**config.mk**
```make
export PLATFORM = sky130hd
export DESIGN_NAME = dsp_spi_regbank
export DESIGN_NICKNAME = d
export VERILOG_FILES = /design/src/rtl/dsp_spi_regbank.sv
export SDC_FILE = /design/constraint.sdc
export NUM_CORES = 1
export LEC_CHECK = 0
export CORE_UTILIZATION = 25
export DETAILED_ROUTE_END_ITERATION = 6
export PLACE_DENSITY = 0.43
export SYNTH_ARGS = -nofsm -noshare
export SYNTH_HDL_FRONTEND = slang
export SYNTH_SLANG_ARGS = --single-unit
```
**constraint.sdc**
```tcl
create_clock -name sys_clk -period 3.65 [get_ports sys_clk]
set_clock_uncertainty 0.2 [all_clocks]
set_input_delay 0.365 -clock sys_clk [delete_from_list [all_inputs] [get_ports sys_clk]]
set_output_delay 0.365 -clock sys_clk [all_outputs]
set_load 0.02 [all_outputs]
```
**src/rtl/dsp_spi_regbank.sv**
```systemverilog
// Register bank behind the DSP SPI slave: re-times SCK-domain write strobes into sys_clk,
// holds control/status/interrupt registers and drives read data back to the slave.
module dsp_spi_regbank #(
  parameter logic [7:0]  VERSION     = 8'h11,
  parameter logic [47:0] CTRL_RESET  = 48'h0,
  parameter int          SYNC_STAGES = 2
) (
  input  logic        sys_clk,
  input  logic        sys_rst,
  input  logic        spi_cs,
  input  logic        spi_rw,
  input  logic [7:0]  spi_addr,
  input  logic [7:0]  spi_data_w,
  input  logic        spi_rdy,
  output logic [7:0]  spi_data_r,
  output logic [47:0] ctrl_out,
  input  logic [31:0] stat_in,
  input  logic [7:0]  irq_in,
  output logic        irq_out,
  output logic [1:0]  fsm_state_o
);

  localparam logic [1:0] IDLE     = 2'd0;
  localparam logic [1:0] COMMIT   = 2'd1;
  localparam logic [1:0] WAIT_LOW = 2'd2;

  logic [SYNC_STAGES-1:0] rdy_sync_q, cs_sync_q;
  logic [31:0]            stat_sync_q [SYNC_STAGES];
  logic                   rdy_s, cs_s, rdy_d_q;
  logic [31:0]            stat_s;

  logic [1:0]  state_q, state_d;
  logic        hold_rw_q, hold_rw_d;
  logic [7:0]  hold_addr_q, hold_addr_d, hold_data_q, hold_data_d;
  logic [7:0]  scratch_q, scratch_d, flag_q, flag_d, mask_q, mask_d;
  logic [7:0]  wr_cnt_q, wr_cnt_d, err_cnt_q, err_cnt_d, flag_clr;
  logic [47:0] ctrl_q, ctrl_d;
  logic        irq_q, wr_ok;
  logic [7:0]  rd_data, data_r_q;

  assign rdy_s       = rdy_sync_q[SYNC_STAGES-1];
  assign cs_s        = cs_sync_q[SYNC_STAGES-1];
  assign stat_s      = stat_sync_q[SYNC_STAGES-1];
  assign ctrl_out    = ctrl_q;
  assign irq_out     = irq_q;
  assign spi_data_r  = data_r_q;
  assign fsm_state_o = state_q;

  // Strobe edge detect on the synchronised rdy; the address/data are held stable by the
  // slave for the whole rdy pulse, so they are captured directly without synchronisers.
  always_comb begin
    state_d     = state_q;
    hold_rw_d   = hold_rw_q;
    hold_addr_d = hold_addr_q;
    hold_data_d = hold_data_q;
    scratch_d   = scratch_q;
    ctrl_d      = ctrl_q;
    mask_d      = mask_q;
    wr_cnt_d    = wr_cnt_q;
    err_cnt_d   = err_cnt_q;
    flag_clr    = 8'h00;
    wr_ok       = 1'b0;
    case (state_q)
      IDLE: begin
        if (rdy_s && !rdy_d_q && !cs_s) begin
          hold_rw_d   = spi_rw;
          hold_addr_d = spi_addr;
          hold_data_d = spi_data_w;
          state_d     = COMMIT;
        end
      end
      COMMIT: begin
        state_d = WAIT_LOW;
        if (!hold_rw_q) begin
          wr_ok = 1'b1;
          case (hold_addr_q[6:0])
            7'h01:   scratch_d       = hold_data_q;
            7'h02:   ctrl_d[7:0]     = hold_data_q;
            7'h03:   ctrl_d[15:8]    = hold_data_q;
            7'h04:   ctrl_d[23:16]   = hold_data_q;
            7'h05:   ctrl_d[31:24]   = hold_data_q;
            7'h06:   ctrl_d[39:32]   = hold_data_q;
            7'h07:   ctrl_d[47:40]   = hold_data_q;
            7'h0C:   flag_clr        = hold_data_q;
            7'h0D:   mask_d          = hold_data_q;
            default: wr_ok           = 1'b0;
          endcase
          // Writes to read-only or unmapped addresses only bump the error counter.
          if (wr_ok) begin
            wr_cnt_d = wr_cnt_q + 8'd1;
          end else if (err_cnt_q != 8'hFF) begin
            err_cnt_d = err_cnt_q + 8'd1;
          end
        end
      end
      WAIT_LOW: begin
        if (!rdy_s || cs_s) state_d = IDLE;
      end
      default: state_d = IDLE;
    endcase
    flag_d = (flag_q & ~flag_clr) | irq_in;
  end

  always_comb begin
    rd_data = 8'h00;
    case (spi_addr[6:0])
      7'h00:   rd_data = VERSION;
      7'h01:   rd_data = scratch_q;
      7'h02:   rd_data = ctrl_q[7:0];
      7'h03:   rd_data = ctrl_q[15:8];
      7'h04:   rd_data = ctrl_q[23:16];
      7'h05:   rd_data = ctrl_q[31:24];
      7'h06:   rd_data = ctrl_q[39:32];
      7'h07:   rd_data = ctrl_q[47:40];
      7'h08:   rd_data = stat_s[7:0];
      7'h09:   rd_data = stat_s[15:8];
      7'h0A:   rd_data = stat_s[23:16];
      7'h0B:   rd_data = stat_s[31:24];
      7'h0C:   rd_data = flag_q;
      7'h0D:   rd_data = mask_q;
      7'h0E:   rd_data = wr_cnt_q;
      7'h0F:   rd_data = err_cnt_q;
      default: rd_data = 8'h00;
    endcase
  end

  always_ff @(posedge sys_clk) begin
    if (sys_rst) begin
      rdy_sync_q  <= '0;
      cs_sync_q   <= '0;
      for (int i = 0; i < SYNC_STAGES; i++) stat_sync_q[i] <= 32'h0;
      rdy_d_q     <= 1'b0;
      state_q     <= IDLE;
      hold_rw_q   <= 1'b0;
      hold_addr_q <= 8'h00;
      hold_data_q <= 8'h00;
      scratch_q   <= 8'h00;
      ctrl_q      <= CTRL_RESET;
      flag_q      <= 8'h00;
      mask_q      <= 8'h00;
      wr_cnt_q    <= 8'h00;
      err_cnt_q   <= 8'h00;
      irq_q       <= 1'b0;
      data_r_q    <= 8'h00;
    end else begin
      rdy_sync_q  <= {rdy_sync_q[SYNC_STAGES-2:0], spi_rdy};
      cs_sync_q   <= {cs_sync_q[SYNC_STAGES-2:0], spi_cs};
      stat_sync_q[0] <= stat_in;
      for (int i = 1; i < SYNC_STAGES; i++) stat_sync_q[i] <= stat_sync_q[i-1];
      rdy_d_q     <= rdy_s;
      state_q     <= state_d;
      hold_rw_q   <= hold_rw_d;
      hold_addr_q <= hold_addr_d;
      hold_data_q <= hold_data_d;
      scratch_q   <= scratch_d;
      ctrl_q      <= ctrl_d;
      flag_q      <= flag_d;
      mask_q      <= mask_d;
      wr_cnt_q    <= wr_cnt_d;
      err_cnt_q   <= err_cnt_d;
      irq_q       <= |(flag_q & mask_q);
      data_r_q    <= rd_data;
    end
  end

endmodule

```
==> results by group, run 1 <==
Synthesis
  – Ys Warns: 0
  – Area leader, netlist: dfxtp_1
  – Fraction of registers with async set/reset: 0%
  – Cell Area, Synth: 7330 sq um
  – Post-Synthesis Cells: 778
  – Post-synth EDFFs: 0
  – Sequential element share of the synthesized area: 50.2%
  – Top-area cell type share of the netlist area: 50.2%
  – Synth Register Bits: 184
  – Total nets after synthesis: 841
  – Main synth FF type: dfxtp_1
  – Post-synth top cells: dfxtp_1 (184), nor2_1 (89), mux2i_1 (77)
  – Largest cells by area after synthesis: dfxtp_1 (50%), mux2i_1 (11%), nor2b_1 (6.5%)
  – Post-synth cell types: 57
  – Avg Cell Area, Syn: 9.43 sq um
  – Count leader, synth: dfxtp_1

Clock network
  – Total clock sinks: 184
  – Clk Latency, worst-skew pair: 0.44 ns
  – Root Buffer: clkbuf_16
  – Reg clk slew, reported paths: 0.08 ns
  – Num CTS Buffers: 17
  – Total setup buffers inserted after CTS: 0
  – Hold-fix buffers, CTS: 0
  – TritonCTS clock tree: yes
  – PostCTS Resize Cnt: 0
  – Clk buf depth: 2
  – Htree depth: 4

Floorplanning
  – Io pins: 120
  – Die H: 173 um
  – CORE AREA: 28800 sq um
  – Die X: 173 um
  – DIE AREA: 30000 sq um
  – Initial Utilization: 25.5%
  – Row cnt: 62

Setup path
  – WP data required: 3.77 ns
  – Crit-path max FO: 7
  – WP buf/inv: 1
  – CP peak stage delay: 0.55 ns
  – Startpoint Class: register
  – CP Class: register to register
  – Top Family by Delay on Critical Path: simple AND/OR/NAND/NOR gates
  – CP Capture Type: register
  – Worst endpoint data arrival time: 2.67 ns
  – Cell chain of the critical path: nor3b_1, nand3_1, nor4_4, buf_4, mux2i_1, nor2_1
  – Critical-path top delay cell: nor3b_1

Global routing
  – Global route overflow: 0
  – First-pass GRT wire length: 34800 um
  – Largest net degree at the start of global routing: 85
  – Tot GR Track Use: 15.7%
  – Antenna violations before repair: 0
  – Vias in the first global route: 5420

STA
  – Slew at the pin closest to its max-slew limit: 0.826 ns
  – Max_slew headroom: 44.6%
  – Final hold vios: 0
  – Tmin final: 2.56 ns
  – RSZ-0062 raised after global routing: no
  – Final Setup Violations: 0
  – Peak Freq: 391 MHz
  – Fin. max-slew vios: 0
  – Fin crit share: 70.1%
  – Setup tns final: 0 ns

Placed design
  – Dpl hpwl: 16500 um
  – Placed cells: 1237
  – Final Wtd Congestion: 0.789
  – I/O Buffers: 118

Detailed routing
  – Drt wl/cell: 18.5 um
  – Vias per cell: 4.52
  – Vias: 5745
  – Initial drt markers: 366
  – Initial DRT Pass Iterations: 5
  – WL final: 23500 um
  – Final ANT Viol Nets: 0
  – Drt drc: 0

Finish
  – Finished Layout Cells: 1270
  – # nets final: 935
  – Max FFs per register: 64
  – Layout cells sized above 1: 7.68%
  – Area growth, synth to finish: 29.9%
  – Biggest register: stat_sync_q

Flow run
  – Max cap viols: 0

Power
  – Leak: 3.64 nW
  – Max VDD drop: 0.285 mV
  – Pwr Density: 443 nW/um^2

Worst hold path
  – HP Class: input port to register

Run status
  – Status: finished clean
area by class of cell:
cell class                 instances  area, sq um
sequential                       184         3680
timing repair buffer             132         1320
inverter                           4         15.0
fill                            3011        19300
tap                              384          480
clock buffer                      18          439
multi-input combinational        533         3420
antenna                            1         2.50
clock inverter                    14          174
cell usage in the layout, fill, tap and decap left out, types with 12 or more instances in the layout:
cell type | synthesis | layout
a21oi_1 | 46 | 46
clkdlybuf4s50_1 | 0 | 116
dfxtp_1 | 184 | 184
nor2_1 | 89 | 89
buf_4 | 1 | 12
nor2b_1 | 76 | 76
nand2_1 | 73 | 73
clkbuf_16 | 0 | 17
mux2i_1 | 77 | 77
nand3_1 | 24 | 24
worst reg2reg max path, cell delays in order, from the launching register on:
cell and delay (ns):
dfxtp_1 0.45, nor3b_1 0.55, nand3_1 0.25, nor4_4 0.49, buf_4 0.26, mux2i_1 0.19, nor2_1 0.05
per-stage QoR:
| step | instance area (sq um) | hold WS, ns | util, % | total power [mW] | setup slack (ns) |
|---|---|---|---|---|---|
| 3_3_place_gp | 8910 | 0.223 | 31.0 | 2.41 | 0.973 |
| 4_1_cts | 9520 | 0.183 | 33.1 | 4.29 | 1.02 |
| 3_5_place_dp | 8910 | 0.220 | 31.0 | 2.41 | 0.998 |
| 6_report | 9530 | 0.204 | 33.1 | 4.22 | 1.09 |
| 5_1_grt | 9520 | 0.217 | 33.1 | 4.38 | 0.944 |
| 2_1_floorplan | 7330 | 0.214 | - | 2.27 | 1.43 |
final timing paths:
check | start | end | slack, ns | depth (start not counted)
hold reg to reg | stat_sync_q[0][3] | stat_sync_q[0][35] | 0.24 | 1
setup / recovery | fsm_state_o[0] | ctrl_out[3] | 1.09 | 6
setup reg to reg | fsm_state_o[0] | ctrl_out[3] | 1.09 | 6
hold / removal | sys_rst | wr_cnt_q[0] | 0.20 | 2
cells by family (layout without fill, tap and decap cells):
group | Yosys count | after routing | share of synthesized area (%)
compound gates | 106 | 106 | 9.26
simple gates | 322 | 322 | 22.2
other cells | 0 | 1 | 0
mux | 90 | 90 | 13.1
flops | 184 | 184 | 50.2
xor+xnor | 13 | 13 | 1.55
fa+ha+maj | 2 | 2 | 0.341
buf+inv | 61 | 168 | 3.28
power breakdown:
group          switching, mW  total (mW)  internal, mW
registers             0.0394        2.09          2.05
clock network          0.916        1.86         0.946
logic                  0.138       0.263         0.125
total                   1.09        4.22          3.13
per-layer routing:
layer	track usage [%]	up-vias	wire length (um)	share of wire, %
li1	-	2858	-	-
met3	2.79	19	995	4.2
met1	21.9	2710	11400	48
met5	0	-	0	0
met2	24.5	158	10800	46
met4	4.61	0	367	1.6
Power figures use the tool's default switching activity.
==> run 2: changes to the inputs <==
- PLACE_DENSITY: 0.43 -> 0.44
- clock period: 3.65 -> 2.35 ns (I/O delays scaled with it)
==> run 2 against run 1 <==
Effect of this change: critical path depth unchanged; utilization rose by 0.97 points; global-route usage is 0.21 points higher; flip-flop and latch count did not move; combinational power increased by 69%; critical path type unchanged.
==> results by group, run 2 (synthesis gave the netlist of run 1 again) <==
Run status
  – Status: finished clean (unchanged)

Global routing
  – Tot GR Track Use: 15.9% (was 15.7%)
  – Vias in the first global route: 5707 (was 5420)
  – Global route overflow: 0 (unchanged)
  – Antenna violations before repair: 0 (unchanged)
  – First-pass GRT wire length: 35600 um (was 34800 um)
  – Largest net degree at the start of global routing: 92 (was 85)

STA
  – Tmin final: 2.18 ns (was 2.56 ns)
  – WHS: 0.0541 ns (was 0.204 ns)
  – Setup tns final: 0 ns (unchanged)
  – Fin. max-slew vios: 0 (unchanged)
  – RSZ-0062 raised after global routing: no (unchanged)
  – Fin crit share: 92.8% (was 70.1%)
  – Peak Freq: 459 MHz (was 391 MHz)
  – Final hold vios: 0 (unchanged)
  – Max_slew headroom: 40.8% (was 44.6%)
  – Final Setup Violations: 0 (unchanged)
  – Slew at the pin closest to its max-slew limit: 0.889 ns (was 0.826 ns)

Detailed routing
  – Initial DRT Pass Iterations: 4 (was 5)
  – WL final: 23600 um (was 23500 um)
  – Initial drt markers: 408 (was 366)
  – Drt wl/cell: 18.1 um (was 18.5 um)
  – Vias: 5872 (was 5745)
  – Drt drc: 0 (unchanged)
  – Vias per cell: 4.50 (was 4.52)
  – Final ANT Viol Nets: 0 (unchanged)

Worst hold path
  – Hold_sp: spi_addr[1] (was sys_rst)
  – Hold path depth: 3 (was 2)
  – WHS Endpoint: hold_addr_q[1] (was wr_cnt_q[0])
  – HP Class: input port to register (unchanged)

Clock network
  – TritonCTS clock tree: yes (unchanged)
  – Total clock sinks: 184 (unchanged)
  – Hold-fix buffers, CTS: 0 (unchanged)
  – Clk buf depth: 2 (unchanged)
  – Root Buffer: clkbuf_16 (unchanged)
  – Clk Latency, worst-skew pair: 0.44 ns (about the same)
  – Htree depth: 4 (unchanged)
  – Reg clk slew, reported paths: 0.08 ns (about the same)
  – Num CTS Buffers: 17 (unchanged)

Setup path
  – R2R Path End: scratch_q[0] (was ctrl_out[3])
  – Startpoint Class: register (unchanged)
  – CP peak stage delay: 0.46 ns (was 0.55 ns)
  – Worst endpoint data arrival time: 2.28 ns (was 2.67 ns)
  – Crit-path max FO: 8 (was 7)
  – Critical-path top delay cell: or4b_1 (was nor3b_1)
  – Cell chain of the critical path: or3_4, nor2_2, or4b_1, buf_4, mux2i_1, nor2_1 (was nor3b_1, nand3_1, nor4_4, buf_4, mux2i_1, nor2_1)
  – Reg2reg start: hold_addr_q[4] (was fsm_state_o[0])
  – CP Class: register to register (unchanged)
  – Worst r2r path cells: 6 (unchanged)
  – Worst R2R Setup Slack: 0.17 ns (was 1.09 ns)
  – WP data required: 2.45 ns (was 3.77 ns)
  – CP Capture Type: register (unchanged)

Power
  – Combinational share of power: 6.7% (was 6.2%)
  – Register share of total power: 48.7% (was 49.6%)
  – Clock power share: 44.7% (was 44.1%)
  – NetSw: 1.69 mW (was 1.09 mW)
  – Sw frac: 25.4% (was 25.9%)
  – Pwr Density: 680 nW/um^2 (was 443 nW/um^2)
  – Max VDD drop: 0.455 mV (was 0.285 mV)
  – Leak: 3.82 nW (was 3.64 nW)
  – Internal: 4.98 mW (was 3.13 mW)

Finish
  – Finished Layout Cells: 1304 (was 1270)
  – Commonest non-fill, non-tap cell in the layout: dfxtp_1 (unchanged)
  – Biggest register: stat_sync_q (unchanged)
  – FILL cells: 2988 (was 3011)
  – Final Core Density: 34.1% (was 33.1%)
  – Area growth, synth to finish: 33.7% (was 29.9%)
  – Area of the multi-input gates: 3420 sq um (about the same)
  – Commonest non-fill, non-tap cells in the layout: dfxtp_1 (184), clkdlybuf4s50_1 (116), nor2_1 (89), mux2i_1 (77), nor2b_1 (76) (unchanged)
  – # nets final: 970 (was 935)
  – Layout cells sized above 1: 11.4% (was 7.68%)
  – Final Cell Area: 9810 sq um (was 9530 sq um)
  – Max FFs per register: 64 (unchanged)
  – FF/Latch Area: 3680 sq um (unchanged)
  – ANT cells: 0 (was 1)

Floorplanning
  – Die X: 173 um (unchanged)
  – DIE AREA: 30000 sq um (unchanged)
  – CORE AREA: 28800 sq um (unchanged)
  – Initial Utilization: 25.5% (unchanged)
  – Row cnt: 62 (unchanged)
  – Die H: 173 um (unchanged)
  – Io pins: 120 (unchanged)

Flow run
  – Max cap viols: 0 (unchanged)

Placed design
  – Final Wtd Congestion: 0.823 (was 0.789)
  – Placed Area: 9190 sq um (was 8910 sq um)
  – I/O Buffers: 118 (unchanged)
  – Placed cells: 1272 (was 1237)
  – Dpl hpwl: 17200 um (was 16500 um)
run 2: how the worst max path moves through the flow:
stage / start / to / cells after the start
6_report: hold_addr_q[4] / scratch_q[0] / 6
4_1_cts: hold_addr_q[4] / scratch_q[5] / 6
5_1_grt: hold_addr_q[4] / scratch_q[5] / 6
2_1_floorplan: fsm_state_o[0] / scratch_q[0] / 7
3_3_place_gp: spi_addr[3] / spi_data_r[6] / 7
3_5_place_dp: spi_addr[2] / spi_data_r[1] / 6
run 2: layer usage:
metal	GRT usage, %	vias to the layer above	share of wire [%]
met3	3.36	17	5.1
met4	4.50	0	1.4
li1	-	2924	-
met5	0	-	0
met2	24.8	153	46
met1	22.0	2778	48
run 2: stage by stage:
stage	setup WS, ns	power, mW
2_1_floorplan	0.133	3.52
3_3_place_gp	0.0381	3.76
3_5_place_dp	0.0540	3.76
4_1_cts	0.0678	6.75
5_1_grt	0.0713	6.93
6_report	0.169	6.67
run 2: repair_timing:
action                                  CTS  global route
buffers inserted                          0             0
gates resized for setup                   0             2
endpoints found under the setup margin    0             8
run 2: power groups by stage:
stage	Sequential, mW	Combinational [mW]	Clock, mW
floorplan	3.28	0.236	0
global placement	3.32	0.446	0
detailed placement	3.32	0.445	0
CTS	3.25	0.447	3.06
global route	3.25	0.483	3.19
finish	3.25	0.445	2.98
run 2: final cells by class:
type	instances	area share (%)
flip-flops and latches	184	37.6
multi-input cells	533	34.9
inverters	4	0.153
clock inverters	14	1.76
clock buffers	18	4.48
well taps	384	4.90
repair buffers	167	16.2
run 2: critical path, delay by kind of cell, from the launching register on:
family                 cells  cell delay (ns)
DFF                        1             0.33
and+or+nand+nor            4             1.14
muxes                      1             0.16
buffers and inverters      1             0.21
==> run 3: changes to the inputs <==
- CORE_MARGIN: not set -> 3
==> run 3 against run 2 <==
Effect of this change: clock power is 5% lower; largest cell class unchanged; first-iteration DRC count is 19% lower; final cell count is 0.54% lower; count of clock-buffer cells in the layout stayed put; worst hold slack better by 0.081 ns; sequential power hardly changed; routed wire length is 1.9% higher.
==> results by group, run 3 (synthesis gave the netlist of run 1 again) <==
Global routing
  – Largest net degree at the start of global routing: 85 (was 92)
  – Global route overflow: 0 (unchanged)
  – First-pass GRT wire length: 36200 um (was 35600 um)
  – Tot GR Track Use: 15.5% (was 15.9%)
  – Vias in the first global route: 5703 (was 5707)
  – Antenna violations before repair: 0 (unchanged)

Power
  – Pwr Density: 669 nW/um^2 (was 680 nW/um^2)
  – Max VDD drop: 0.473 mV (was 0.455 mV)
  – Leak: 3.77 nW (was 3.82 nW)
  – Total power: 6.53 mW (was 6.67 mW)

Finish
  – FILL cells: 2989 (was 2988)
  – Commonest non-fill, non-tap cell in the layout: dfxtp_1 (unchanged)
  – ANT cells: 0 (unchanged)
  – Max FFs per register: 64 (unchanged)
  – Commonest non-fill, non-tap cells in the layout: dfxtp_1 (184), clkdlybuf4s50_1 (116), nor2_1 (89), mux2i_1 (77), nor2b_1 (76) (unchanged)
  – Biggest register: stat_sync_q (unchanged)
  – # nets final: 963 (was 970)
  – Layout cells sized above 1: 10.5% (was 11.4%)
  – Area growth, synth to finish: 33.0% (was 33.7%)

Clock network
  – Num CTS Buffers: 17 (unchanged)
  – Total setup buffers inserted after CTS: 0 (unchanged)
  – Htree depth: 4 (unchanged)
  – Total clock sinks: 184 (unchanged)
  – Clk buf depth: 2 (unchanged)
  – Root Buffer: clkbuf_16 (unchanged)
  – Reg clk slew, reported paths: 0.08 ns (about the same)
  – Clk Latency, worst-skew pair: 0.44 ns (about the same)
  – TritonCTS clock tree: yes (unchanged)

STA
  – Max_slew headroom: 55.1% (was 40.8%)
  – Slew at the pin closest to its max-slew limit: 0.673 ns (was 0.889 ns)
  – Final Setup Violations: 0 (unchanged)
  – RSZ-0062 raised after global routing: no (unchanged)
  – Fin crit share: 91.8% (was 92.8%)
  – Fin. max-slew vios: 0 (unchanged)
  – Tmin final: 2.16 ns (was 2.18 ns)
  – Final hold vios: 0 (unchanged)
  – Peak Freq: 463 MHz (was 459 MHz)
  – Setup tns final: 0 ns (unchanged)

Worst hold path
  – HP Class: input port to register (unchanged)

Setup path
  – Startpoint Class: register (unchanged)
  – Critical-path top delay cell: or4b_1 (unchanged)
  – WP data required: 2.47 ns (was 2.45 ns)
  – Worst R2R Setup Slack: 0.19 ns (was 0.17 ns)
  – Worst r2r path cells: 6 (unchanged)
  – R2R Path End: scratch_q[4] (was scratch_q[0])
  – Critical path launch point: hold_addr_q[4] (unchanged)
  – Reg2reg start: hold_addr_q[4] (unchanged)
  – CP Class: register to register (unchanged)
  – Cell chain of the critical path: or3_4, nor2_2, or4b_1, buf_4, mux2i_1, nor2_1 (unchanged)
  – Worst path depth: 6 (unchanged)
  – CP Capture Type: register (unchanged)
  – Crit-path max FO: 8 (unchanged)
  – CP peak stage delay: 0.47 ns (was 0.46 ns)
  – Top Family by Delay on Critical Path: simple AND/OR/NAND/NOR gates (unchanged)
  – WP buf/inv: 1 (unchanged)
  – CP endpoint: scratch_q[4] (was scratch_q[0])
  – Worst endpoint data arrival time: 2.28 ns (about the same)

Placed design
  – I/O Buffers: 118 (unchanged)
  – Final Wtd Congestion: 0.870 (was 0.823)
  – Dpl hpwl: 17500 um (was 17200 um)

Floorplanning
  – Die H: 177 um (was 173 um)
  – Row cnt: 62 (unchanged)
  – Initial Utilization: 25.5% (unchanged)
  – Io pins: 120 (unchanged)
  – Die X: 177 um (was 173 um)
  – DIE AREA: 31400 sq um (was 30000 sq um)
  – CORE AREA: 28800 sq um (unchanged)

Detailed routing
  – WL final: 24000 um (was 23600 um)
  – Vias: 5884 (was 5872)
  – Initial DRT Pass Iterations: 6 (was 4)
  – Vias per cell: 4.54 (was 4.50)
  – Final ANT Viol Nets: 0 (unchanged)
  – Initial drt markers: 330 (was 408)
  – Drt drc: 0 (unchanged)
  – Drt wl/cell: 18.5 um (was 18.1 um)

Flow run
  – Max cap viols: 0 (unchanged)

Run status
  – Status: finished clean (unchanged)
## run 3: cell count changes in the layout (fill, tap and decap cells not counted), moves of 2 or more
cell	previous run	this run
buf_4	46	36
clkinv_8	2	5
buf_12	4	6
inv_8	6	2
## run 3: power by group
group / switching [mW] / total (mW) / internal [mW] / leakage, nW
Sequential: 0.0557 / 3.25 / 3.19 / 1.50
Clock: 1.41 / 2.84 / 1.42 / 0.280
Combinational: 0.223 / 0.442 / 0.219 / 1.99
Total: 1.69 / 6.53 / 4.84 / 3.77
## run 3: layout make-up
cell class	count	area [sq um]	share of cell area (%)
Clock buffer	18	429	4.40
Clock inverter	14	159	1.63
Inverter	4	15.0	0.154
Multi-Input combinational cell	533	3420	35.1
Sequential cell	184	3680	37.8
Tap cell	384	480	4.92
Timing Repair Buffer	160	1570	16.1
## run 3: per-layer routing
metal | wire length (um) | track usage, % | vias up
li1 | - | - | 2925
met1 | 11500 | 21.3 | 2783
met2 | 10900 | 24.6 | 151
met3 | 1230 | 3.37 | 25
met4 | 426 | 4.48 | 0
met5 | 0 | 0 | -
## run 3: per-stage QoR
stage | worst slack, ns | hold WS [ns] | util (%) | instances | cell area [sq um]
2_1_floorplan | 0.133 | 0.152 | - | 778 | 7330
3_3_place_gp | 0.0408 | 0.219 | 31.8 | 1264 | 9150
3_5_place_dp | 0.0352 | 0.221 | 31.8 | 1264 | 9150
4_1_cts | 0.0778 | 0.115 | 33.9 | 1297 | 9750
5_1_grt | 0.0740 | 0.122 | 33.9 | 1297 | 9760
6_report | 0.192 | 0.135 | 33.9 | 1297 | 9760
## run 3: worst min-delay path by stage
stage / startpoint / endpoint / slack (ns) / cells after the start
after floorplan: irq_in[0] / flag_q[0] / 0.15 / 2
after global placement: rdy_sync_q[0] / rdy_sync_q[1] / 0.22 / 1
after detailed placement: stat_sync_q[0][3] / stat_sync_q[0][35] / 0.22 / 1
after CTS: stat_in[19] / stat_sync_q[0][19] / 0.11 / 2
after global routing: stat_in[28] / stat_sync_q[0][28] / 0.12 / 2
final: stat_in[28] / stat_sync_q[0][28] / 0.13 / 2
## run 3: what timing repair did
action                     4_1_cts  5_1_grt
resized for setup                0        2
setup endpoints to repair        0        7
hold endpoints to repair        15        0
hold buffers                     1        0
